[src/rtl/riscv_run_ctrl.sv]
`default_nettype none
// ============================================================================
// Module   : riscv_run_ctrl
// Purpose  : Run sequencer for riscv_pipeline. Holds the core in reset for
//            RESET_CYCLES after start, releases it, watches the PC until a
//            stop address is reached or a cycle budget expires, drains the
//            pipeline, pulses dump for one cycle and reports completion.
//            Counts register writebacks (x0 excluded) for bookkeeping.
// Ports    : clk        - clock, rising edge
//            reset      - synchronous active-high reset
//            start      - begin a run (honoured in IDLE and DONE only)
//            stop_pc    - stop address, unsigned compare against pc_out
//            pc_out     - core program counter
//            wb_e/wb_a  - core writeback enable / destination register
//            core_reset - drives core reset
//            dump       - one-cycle dump request to the core
//            busy       - run in progress (HOLD, RUN, DRAIN, DUMP)
//            done       - run complete (DONE)
//            timed_out  - last run ended on the cycle budget
//            run_cycles - RUN cycles of the last/current run (saturating)
//            wb_count   - writebacks to x1..x31 in RUN/DRAIN (saturating)
// Revision : 1.0 - initial release
// ============================================================================
module riscv_run_ctrl #(
  parameter int RESET_CYCLES   = 20,
  parameter int DRAIN_CYCLES   = 4,
  parameter int TIMEOUT_CYCLES = 200
) (
  input  logic        clk,
  input  logic        reset,
  input  logic        start,
  input  logic [31:0] stop_pc,
  input  logic [31:0] pc_out,
  input  logic        wb_e,
  input  logic [4:0]  wb_a,
  output logic        core_reset,
  output logic        dump,
  output logic        busy,
  output logic        done,
  output logic        timed_out,
  output logic [31:0] run_cycles,
  output logic [15:0] wb_count
);

  // --------------------------------------------------------------------------
  // Constants
  // --------------------------------------------------------------------------
  localparam logic [2:0] S_IDLE  = 3'd0;
  localparam logic [2:0] S_HOLD  = 3'd1;
  localparam logic [2:0] S_RUN   = 3'd2;
  localparam logic [2:0] S_DRAIN = 3'd3;
  localparam logic [2:0] S_DUMP  = 3'd4;
  localparam logic [2:0] S_DONE  = 3'd5;

  localparam logic [31:0] C_RESET_LOAD = 32'(RESET_CYCLES);
  localparam logic [31:0] C_DRAIN_LOAD = 32'(DRAIN_CYCLES);
  // run_cycles still holds the pre-increment count when compared
  localparam logic [31:0] C_TMO_LAST   = 32'(TIMEOUT_CYCLES - 1);
  localparam logic        C_NO_DRAIN   = (DRAIN_CYCLES == 0);

  // --------------------------------------------------------------------------
  // Signals
  // --------------------------------------------------------------------------
  logic [2:0]  r_state;
  logic [2:0]  w_next;
  logic [31:0] r_cnt;          // shared HOLD / DRAIN down-counter
  logic [31:0] r_run_cycles;
  logic [15:0] r_wb_count;
  logic        r_timed_out;
  logic        r_core_reset;
  logic        r_dump;
  logic        r_busy;
  logic        r_done;

  logic        w_stop_hit;
  logic        w_tmo_hit;
  logic        w_run_end;
  logic        w_core_reset_nxt;
  logic        w_dump_nxt;
  logic        w_busy_nxt;
  logic        w_done_nxt;

  assign w_stop_hit = (pc_out >= stop_pc);
  assign w_tmo_hit  = (r_run_cycles == C_TMO_LAST);
  assign w_run_end  = w_stop_hit || w_tmo_hit;

  // --------------------------------------------------------------------------
  // FSM: state register
  // --------------------------------------------------------------------------
  always_ff @(posedge clk) begin
    if (reset) begin
      r_state <= S_IDLE;
    end else begin
      r_state <= w_next;
    end
  end

  // --------------------------------------------------------------------------
  // FSM: next-state logic
  // --------------------------------------------------------------------------
  always_comb begin
    w_next = r_state;
    case (r_state)
      S_IDLE, S_DONE: begin
        if (start) begin
          w_next = S_HOLD;
        end
      end
      S_HOLD: begin
        if (r_cnt <= 32'd1) begin
          w_next = S_RUN;
        end
      end
      S_RUN: begin
        if (w_run_end) begin
          w_next = C_NO_DRAIN ? S_DUMP : S_DRAIN;
        end
      end
      S_DRAIN: begin
        if (r_cnt <= 32'd1) begin
          w_next = S_DUMP;
        end
      end
      S_DUMP: begin
        w_next = S_DONE;
      end
      default: begin
        w_next = S_IDLE;
      end
    endcase
  end

  // --------------------------------------------------------------------------
  // FSM: output logic (decoded from the next state, then registered so every
  // control output is glitch-free and aligned with the state it describes)
  // --------------------------------------------------------------------------
  always_comb begin
    w_core_reset_nxt = 1'b0;
    w_dump_nxt       = 1'b0;
    w_busy_nxt       = 1'b0;
    w_done_nxt       = 1'b0;
    case (w_next)
      S_IDLE: begin
        w_core_reset_nxt = 1'b1;
      end
      S_HOLD: begin
        w_core_reset_nxt = 1'b1;
        w_busy_nxt       = 1'b1;
      end
      S_RUN, S_DRAIN: begin
        w_busy_nxt = 1'b1;
      end
      S_DUMP: begin
        w_dump_nxt = 1'b1;
        w_busy_nxt = 1'b1;
      end
      S_DONE: begin
        w_done_nxt = 1'b1;
      end
      default: begin
        w_core_reset_nxt = 1'b1;
      end
    endcase
  end

  always_ff @(posedge clk) begin
    if (reset) begin
      r_core_reset <= 1'b1;
      r_dump       <= 1'b0;
      r_busy       <= 1'b0;
      r_done       <= 1'b0;
    end else begin
      r_core_reset <= w_core_reset_nxt;
      r_dump       <= w_dump_nxt;
      r_busy       <= w_busy_nxt;
      r_done       <= w_done_nxt;
    end
  end

  // --------------------------------------------------------------------------
  // Sequencing counter, run statistics and timeout flag
  // --------------------------------------------------------------------------
  always_ff @(posedge clk) begin
    if (reset) begin
      r_cnt        <= 32'd0;
      r_run_cycles <= 32'd0;
      r_timed_out  <= 1'b0;
    end else begin
      case (r_state)
        S_IDLE, S_DONE: begin
          if (start) begin
            r_cnt        <= C_RESET_LOAD;
            r_run_cycles <= 32'd0;
            r_timed_out  <= 1'b0;
          end
        end
        S_HOLD: begin
          r_cnt <= r_cnt - 32'd1;
        end
        S_RUN: begin
          if (r_run_cycles != 32'hFFFF_FFFF) begin
            r_run_cycles <= r_run_cycles + 32'd1;
          end
          if (w_run_end) begin
            r_cnt <= C_DRAIN_LOAD;
          end
          // A stop hit on the budget's last cycle is a normal finish
          if (w_tmo_hit && !w_stop_hit) begin
            r_timed_out <= 1'b1;
          end
        end
        S_DRAIN: begin
          r_cnt <= r_cnt - 32'd1;
        end
        default: begin
          r_cnt <= r_cnt;
        end
      endcase
    end
  end

  // --------------------------------------------------------------------------
  // Writeback monitor: x0 writes are architecturally discarded, so skip them
  // --------------------------------------------------------------------------
  always_ff @(posedge clk) begin
    if (reset) begin
      r_wb_count <= 16'd0;
    end else if ((r_state == S_IDLE || r_state == S_DONE) && start) begin
      r_wb_count <= 16'd0;
    end else if ((r_state == S_RUN || r_state == S_DRAIN) && wb_e &&
                 (wb_a != 5'd0) && (r_wb_count != 16'hFFFF)) begin
      r_wb_count <= r_wb_count + 16'd1;
    end
  end

  // --------------------------------------------------------------------------
  // Outputs. core_reset also follows reset directly so the core is held in
  // reset in the very cycle the controller sees reset, not one cycle later.
  // --------------------------------------------------------------------------
  assign core_reset = r_core_reset | reset;
  assign dump       = r_dump;
  assign busy       = r_busy;
  assign done       = r_done;
  assign timed_out  = r_timed_out;
  assign run_cycles = r_run_cycles;
  assign wb_count   = r_wb_count;

endmodule
`default_nettype wire

[config.mk]
export PLATFORM = sky130hd
export DESIGN_NAME = riscv_run_ctrl
export DESIGN_NICKNAME = d
export VERILOG_FILES = /design/src/rtl/riscv_run_ctrl.sv
export SDC_FILE = /design/constraint.sdc
export NUM_CORES = 1
export LEC_CHECK = 0
export CAP_MARGIN = 5
export CORE_MARGIN = 5
export CORE_UTILIZATION = 51
export DETAILED_ROUTE_END_ITERATION = 8
export HOLD_SLACK_MARGIN = 0.02
export PLACE_DENSITY = 0.81
export SLEW_MARGIN = 5
export SYNTH_ARGS = -nofsm -noshare
export SYNTH_HDL_FRONTEND = slang
export SYNTH_SLANG_ARGS = --single-unit
[constraint.sdc]
create_clock -name clk -period 2.8 [get_ports clk]
set_input_delay 0.56 -clock clk [delete_from_list [all_inputs] [get_ports clk]]
set_output_delay 0.56 -clock clk [all_outputs]
set_load 0.05 [all_outputs]
==> results.yml, run 1 <==
power_and_ir_drop:
  power.internal_mw: 2.548
  ir_drop_v: 0.0008429
  p_comb_share_pct: 45.2
  switching_power_mw: 1.694
  power.density_nw_per_um2: 596.4
  sw_frac_of_total_pct: 39.93
  pwr-share-clk_pct: 18.2
  leakage_nw: 2.624
  power_frac_seq_pct: 36.5
  p_total_mw: 4.242
timing:
  layout_setup_ws_ns: 0.1770
  fin_worst_skew_ns: 0.007112
  fin_crit_ns: 2.623
  finalCritPeriodShare_pct: 93.68
  rsz0062_at_grt: "false"
  drv_slew: 0
  hold_viol: 0
  max_freq_mhz: 381.2
  slew_headroom_pct: 58.06
  finalSetupViolCount: 0
  tightest_slew_ns: 0.6243
layout:
  syn_to_final_growth_pct: 32.24
  design_area_sq_um: 7113
  layout-drive-gt1-share_pct: 9.280
  fin_nets: 924
  final_util_pct: 68.90
  diodes: 0
worst_setup_path:
  crit_buf_inv: 4
  worstPathMaxFanout: 33
  reg2reg_depth: 9
  cp-start-kind: "input port"
  worstPathRequired_ns: 3.08
  crit_arrival_ns: 2.91
  crit_cells: 12
  worstPathCellList: "clkdlybuf4s50_1, inv_1, ha_1, nand4_1, nor4_2, buf_4, nand2_1, a31oi_1, o21ai_1, buf_12, o21a_1, nor3_1"
  cpLargestDelayFamily: "buffers and inverters"
  cp_slowest_cell: "clkdlybuf4s50_1"
  slowest_delay_ns: 0.45
  crit_type: "in -> reg"
  crit_path_end_kind: "flip-flop"
placement:
  gp_congestion: 0.8777
  place_hpwl_microns: 11290
  portBuffers: 125
  placed_cell_area_sq_um: 6934
  dpl_worst_slack_ns: -0.2153
min_path:
  min_path_type: "reg -> reg"
  whs_path_depth: 2
routing:
  routed_wl_microns: 14840
  drtIter0Drc: 397
  vias_per_cell: 5.697
  via_count: 5441
  dr.pass1.iters: 5
  ant_nets: 0
  wire_per_inst_microns: 15.53
  route.detailed.drc: 0
synthesis:
  netlist_area_sq_um: 5379
  async_flop_share_pct: 0
  synthCells: 677
  avgSynthCellArea_sq_um: 7.945
  synth_edf_count: 0
  ys_warn_count: 0
  synth_cell_types: 56
  ys_seq_area_share_pct: 32.75
  synth-main-ff-cell: "dfxtp_1"
  syn_nets: 787
  ys_seq_elements: 88
clocking:
  ctsLongestPathBuffers: 2
  clk_pin_slew_ns: 0.08
  clock_sinks: 88
  cts-buffers-inserted: 9
  cts_setup_buffers: 0
  root_buffer: "clkbuf_8"
  htree_levels: 3
  hold_buffers: 0
  worst_skew_pair.late_latency_ns: 0.37
  cts_tree: "done"
  cts_resized: 0
global_route:
  grt_pass1_wl_microns: 24620
  grt_overflow_total: 0
  antenna_found_initial: 0
  grt_max_degree: 34
  gr-usage-all-layers_pct: 23.05
  grt_pass1_vias: 5355
die:
  initial_core_util_pct: 52.10
  num_io_pins: 126
  core_sq_um: 10320
  die_h_microns: 112.7
  die-width_microns: 112.7
  fp-row-count: 37
  dieArea_sq_um: 12700
status:
  status: "finished clean"
flow_run:
  maxCapViolCount: 0
[final timing paths]
kind	end	slack (ns)	startpoint
max	r_cnt[4]$_SDFFE_PP0P_	0.18	stop_pc[25]
min	r_cnt[26]$_SDFFE_PP0P_	0.49	r_cnt[26]$_SDFFE_PP0P_
max reg2reg	busy$_SDFF_PP0_	0.26	r_cnt[9]$_SDFFE_PP0P_
min reg2reg	r_cnt[26]$_SDFFE_PP0P_	0.49	r_cnt[26]$_SDFFE_PP0P_
[cells in the mapped netlist (2+ instances only)]
master | instances | area, sq um
a211oi_1 | 4 | 30.03
a21o_1 | 4 | 30.03
a21oi_1 | 68 | 340.3
a31oi_1 | 10 | 62.56
and2_1 | 7 | 43.79
and3_1 | 6 | 37.54
and4_1 | 8 | 70.07
buf_2 | 3 | 15.01
buf_4 | 2 | 15.01
buf_6 | 3 | 33.78
clkbuf_1 | 21 | 78.83
dfxtp_1 | 88 | 1762
ha_1 | 37 | 462.9
inv_1 | 46 | 172.7
nand2_1 | 37 | 138.9
nand2b_1 | 8 | 50.05
nand3_1 | 27 | 135.1
nand3b_1 | 3 | 22.52
nand4_1 | 21 | 131.4
nand4b_1 | 3 | 26.28
nor2_1 | 83 | 311.6
nor2b_1 | 7 | 43.79
nor3_1 | 25 | 125.1
nor3_2 | 5 | 50.05
nor3b_1 | 2 | 15.01
nor4_1 | 16 | 100.1
nor4_2 | 7 | 87.58
nor4_4 | 4 | 85.08
nor4b_2 | 2 | 30.03
o21a_1 | 2 | 15.01
o21ai_0 | 32 | 160.2
o21ai_1 | 10 | 50.05
or2_2 | 3 | 18.77
or3_1 | 11 | 68.82
or3b_1 | 2 | 17.52
or4_1 | 3 | 22.52
xnor2_1 | 23 | 201.4
xor2_1 | 16 | 140.1
[worst reg2reg max path, delay by kind of cell (launching register included)]
kind | cells | cell delay, ns
AO/OA/AOI/OAI | 1 | 0.11
XOR/XNOR | 1 | 0.22
flip-flops | 1 | 0.37
AND/OR/NAND/NOR | 6 | 1.50
adder cells (fa/ha/maj) | 1 | 0.21
[layout make-up]
| type | count | area (sq um) |
|---|---|---|
| Clock inverter | 3 | 17.52 |
| Sequential cell | 88 | 1762 |
| Timing Repair Buffer | 156 | 1531 |
| Inverter | 46 | 172.7 |
| Fill cell | 830 | 3211 |
| Multi-Input combinational cell | 513 | 3311 |
| Tap cell | 136 | 170.2 |
| Clock buffer | 13 | 148.9 |
[power by group through the flow]
stage	Clock, mW	Combinational, mW	Sequential (mW)
2_1_floorplan	0	1.24	1.56
3_3_place_gp	0	1.82	1.56
3_5_place_dp	0	1.90	1.57
4_1_cts	0.794	1.91	1.55
5_1_grt	0.851	2.13	1.57
6_report	0.774	1.92	1.55
[per-layer routing]
metal  GRT usage [%]  share of wire (%)  up-vias
li1                -                  -     2680
met1           27.52                 41     2587
met2           41.35                 52      151
met3           5.401                5.8       23
met4           6.250                1.7        0
met5               0                  0        -
[cells by family after synthesis]
group | share of synthesized area, %
AND/OR/NAND/NOR | 31.29
AO/OA/AOI/OAI | 14.89
flip-flops | 32.75
buffers and inverters | 5.932
XOR/XNOR | 6.350
adder cells (fa/ha/maj) | 8.607
multiplexers | 0.1861
[layout by cell type (no fill, tap or decap), types with 27 or more instances in the layout]
| master | n |
|---|---|
| a21oi_1 | 68 |
| buf_4 | 28 |
| clkdlybuf4s50_1 | 124 |
| dfxtp_1 | 88 |
| ha_1 | 37 |
| inv_1 | 46 |
| nand2_1 | 37 |
| nand3_1 | 27 |
| nor2_1 | 83 |
| o21ai_0 | 32 |
[state kept, by name, indices dropped and copies added (netlist names)]
| register | cells |
|---|---|
| timed_out | 1 |
| r_core_reset | 1 |
| r_state | 3 |
| wb_count | 16 |
| r_cnt | 32 |
| dump | 1 |
| done | 1 |
| run_cycles | 32 |
| busy | 1 |
[stage by stage]
| step | hold WS (ns) | cells | setup TNS, ns |
|---|---|---|---|
| finish | 0.4877 | 955 | 0 |
| global route | 0.5104 | 955 | 0 |
| CTS | 0.4862 | 955 | 0 |
| detailed placement | 0.4745 | 939 | -4.472 |
| global placement | 0.4591 | 939 | -3.588 |
| floorplan | 0.4496 | 677 | 0 |
Note: power is estimated with default switching activity, not from simulation.
==> inputs of run 2 (changes only) <==
--- a/config.mk
+++ b/config.mk
@@ -7,11 +7,12 @@
 export LEC_CHECK = 0
 export CAP_MARGIN = 5
 export CORE_MARGIN = 5
-export CORE_UTILIZATION = 51
+export CORE_UTILIZATION = 46
 export DETAILED_ROUTE_END_ITERATION = 8
 export HOLD_SLACK_MARGIN = 0.02
-export PLACE_DENSITY = 0.81
+export PLACE_DENSITY = 0.78
 export SLEW_MARGIN = 5
 export SYNTH_ARGS = -nofsm -noshare
 export SYNTH_HDL_FRONTEND = slang
 export SYNTH_SLANG_ARGS = --single-unit
+export TNS_END_PERCENT = 20
==> constraint.sdc (replaced) <==
create_clock -name clk -period 2.2 [get_ports clk]
set_input_delay 0.44 -clock clk [delete_from_list [all_inputs] [get_ports clk]]
set_output_delay 0.44 -clock clk [all_outputs]
set_load 0.05 [all_outputs]
==> results.yml, run 2 (synthesis gave the netlist of run 1 again) <==
power_and_ir_drop:
  pwr-share-clk_pct: 22.6
  p_comb_share_pct: 49.8
  ir_drop_v: 0.0005958
  p_total_mw: 7.123
  power_frac_seq_pct: 27.7
  sw_frac_of_total_pct: 38.94
  leakage_nw: 3.204
  power.density_nw_per_um2: 852.5
  power.internal_mw: 4.350
  switching_power_mw: 2.774
worst_setup_path:
  reg2reg_slack_ns: -0.09
  r2r-end: "r_cnt[5]$_SDFFE_PP0P_"
  crit_start: "stop_pc[31]"
  crit_arrival_ns: 2.59
  cp_slowest_cell: "ha_1"
  crit_path_end_kind: "flip-flop"
  slowest_delay_ns: 0.30
  reg2reg_from: "run_cycles[0]$_SDFFE_PP0P_"
  setup.worst_path.end: "r_cnt[5]$_SDFFE_PP0P_"
  reg2reg_depth: 11
  worstPathCellList: "dlygate4sd2_1, inv_1, ha_1, nand4_1, buf_4, nor2_1, a21oi_1, nand4_1, o21ai_4, buf_12, buf_16, o21ai_1, a21oi_1"
  cp-start-kind: "input port"
  worstPathMaxFanout: 8
  crit_type: "in -> reg"
  worstPathRequired_ns: 2.48
layout:
  fill_cells: 803
  final_util_pct: 73.18
  final_cell_mix: "buf_4, nor2_1, dfxtp_1, clkdlybuf4s50_1, a21oi_1"
  fin_nets: 995
  syn_to_final_growth_pct: 55.34
  final_common_cell: "buf_4"
  layout-drive-gt1-share_pct: 29.55
timing:
  slew_headroom_pct: 61.62
  max_freq_mhz: 432.8
  rsz0062_at_grt: "true"
  hold_viol: 0
  fin_crit_ns: 2.311
  tightest_slew_ns: 0.5743
  tns_ns: -1.450
  layout_setup_ws_ns: -0.1106
  drv_slew: 0
  fin_worst_skew_ns: 0.005152
  finalSetupViolCount: 34
  finalCritPeriodShare_pct: 105.0
placement:
  portBuffers: 125
  gp_congestion: 0.8457
  place_hpwl_microns: 11800
status:
  violations: "setup timing"
  status: "finished, violations left"
global_route:
  grt_pass1_wl_microns: 27550
  grt_pass1_vias: 5948
  grt_overflow_total: 0
  grt_max_degree: 41
  antenna_found_initial: 3
  gr-usage-all-layers_pct: 23.25
clocking:
  clk_pin_slew_ns: 0.07
  htree_levels: 3
  cts-buffers-inserted: 9
  clock_sinks: 88
  cts_tree: "done"
  worst_skew_pair.late_latency_ns: 0.35
  hold_buffers: 0
  ctsLongestPathBuffers: 2
  root_buffer: "clkbuf_16"
routing:
  route.detailed.drc: 0
  wire_per_inst_microns: 17.18
  dr.pass1.iters: 6
  via_count: 5994
  routed_wl_microns: 17800
  drtIter0Drc: 465
  ant_nets: 0
  vias_per_cell: 5.786
die:
  fp-row-count: 39
  die-width_microns: 118.1
  dieArea_sq_um: 13960
  num_io_pins: 126
  core_sq_um: 11420
  die_h_microns: 118.1
  initial_core_util_pct: 47.11
flow_run:
  maxCapViolCount: 0
min_path:
  min_path_type: "reg -> reg"
-- run 2: timing repair --
item / 4_1_cts / 5_1_grt
gates cloned: 4 / 0
pin swaps: 47 / 48
gates resized for setup: 126 / 90
buffers inserted: 6 / 12
endpoints found under the setup margin: 54 / 54
-- run 2: critical path: cells and delay by family --
kind                     cells  cell delay [ns]
AO/OA/AOI/OAI                4             0.72
buffers and inverters        5             0.68
AND/OR/NAND/NOR              3             0.43
adder cells (fa/ha/maj)      1             0.30
-- run 2: routing by layer --
metal  part of all wire, %  vias to the layer above  track usage [%]
met2                    52                      231            42.93
met5                     0                        -                0
li1                      -                     2836                -
met1                    39                     2872            25.87
met3                   5.8                       55            4.011
met4                   3.7                        0            10.47
-- run 2: metrics by stage --
| stage | std cells | cell area [sq um] | worst slack (ns) | hold WS [ns] |
|---|---|---|---|---|
| final | 1036 | 8356 | -0.1106 | 0.5002 |
| after global routing | 1036 | 8356 | -0.2171 | 0.5170 |
| after CTS | 1021 | 8095 | -0.09254 | 0.4963 |
| after detailed placement | 995 | 7421 | -0.7212 | 0.4814 |
| after global placement | 995 | 7421 | -0.6610 | 0.4541 |
| after floorplan | 677 | 5505 | -0.07970 | 0.4496 |
-- run 2: layout make-up --
class | instances | area, sq um | share of cell area [%]
multi-input cells | 513 | 3850 | 46.08
repair buffers | 227 | 2048 | 24.51
flip-flops and latches | 88 | 1793 | 21.46
clock buffers | 10 | 239.0 | 2.860
well taps | 143 | 178.9 | 2.141
inverters | 46 | 172.7 | 2.066
clock inverters | 6 | 66.31 | 0.7937
diodes | 3 | 7.507 | 0.08985
-- run 2: power groups by stage --
stage          Sequential, mW  Clock [mW]  Combinational, mW
2_1_floorplan            1.99           0               1.60
3_3_place_gp             1.95           0               2.68
3_5_place_dp             1.96           0               2.82
4_1_cts                  1.94        1.62               3.18
5_1_grt                  1.99        1.68               3.83
6_report                 1.97        1.61               3.54
-- run 2: worst min path at each step --
stage                                start                endpoint  slack, ns  depth (start not counted)
floorplan           r_cnt[27]$_SDFFE_PP0P_  r_cnt[27]$_SDFFE_PP0P_       0.45                          2
global placement    timed_out$_SDFFE_PP0P_  timed_out$_SDFFE_PP0P_       0.45                          2
detailed placement  timed_out$_SDFFE_PP0P_  timed_out$_SDFFE_PP0P_       0.48                          2
CTS                 timed_out$_SDFFE_PP0P_  timed_out$_SDFFE_PP0P_       0.50                          2
global route        r_cnt[26]$_SDFFE_PP0P_  r_cnt[26]$_SDFFE_PP0P_       0.52                          2
finish              r_cnt[26]$_SDFFE_PP0P_  r_cnt[26]$_SDFFE_PP0P_       0.50                          2
==> inputs of run 3 (changes only) <==
--- a/config.mk
+++ b/config.mk
@@ -5,7 +5,7 @@
 export SDC_FILE = /design/constraint.sdc
 export NUM_CORES = 1
 export LEC_CHECK = 0
-export CAP_MARGIN = 5
+export CAP_MARGIN = 20
 export CORE_MARGIN = 5
 export CORE_UTILIZATION = 46
 export DETAILED_ROUTE_END_ITERATION = 8
==> results of run 3 <==
Same layout as run 2: the final DEF is identical, and so are final timing and power.
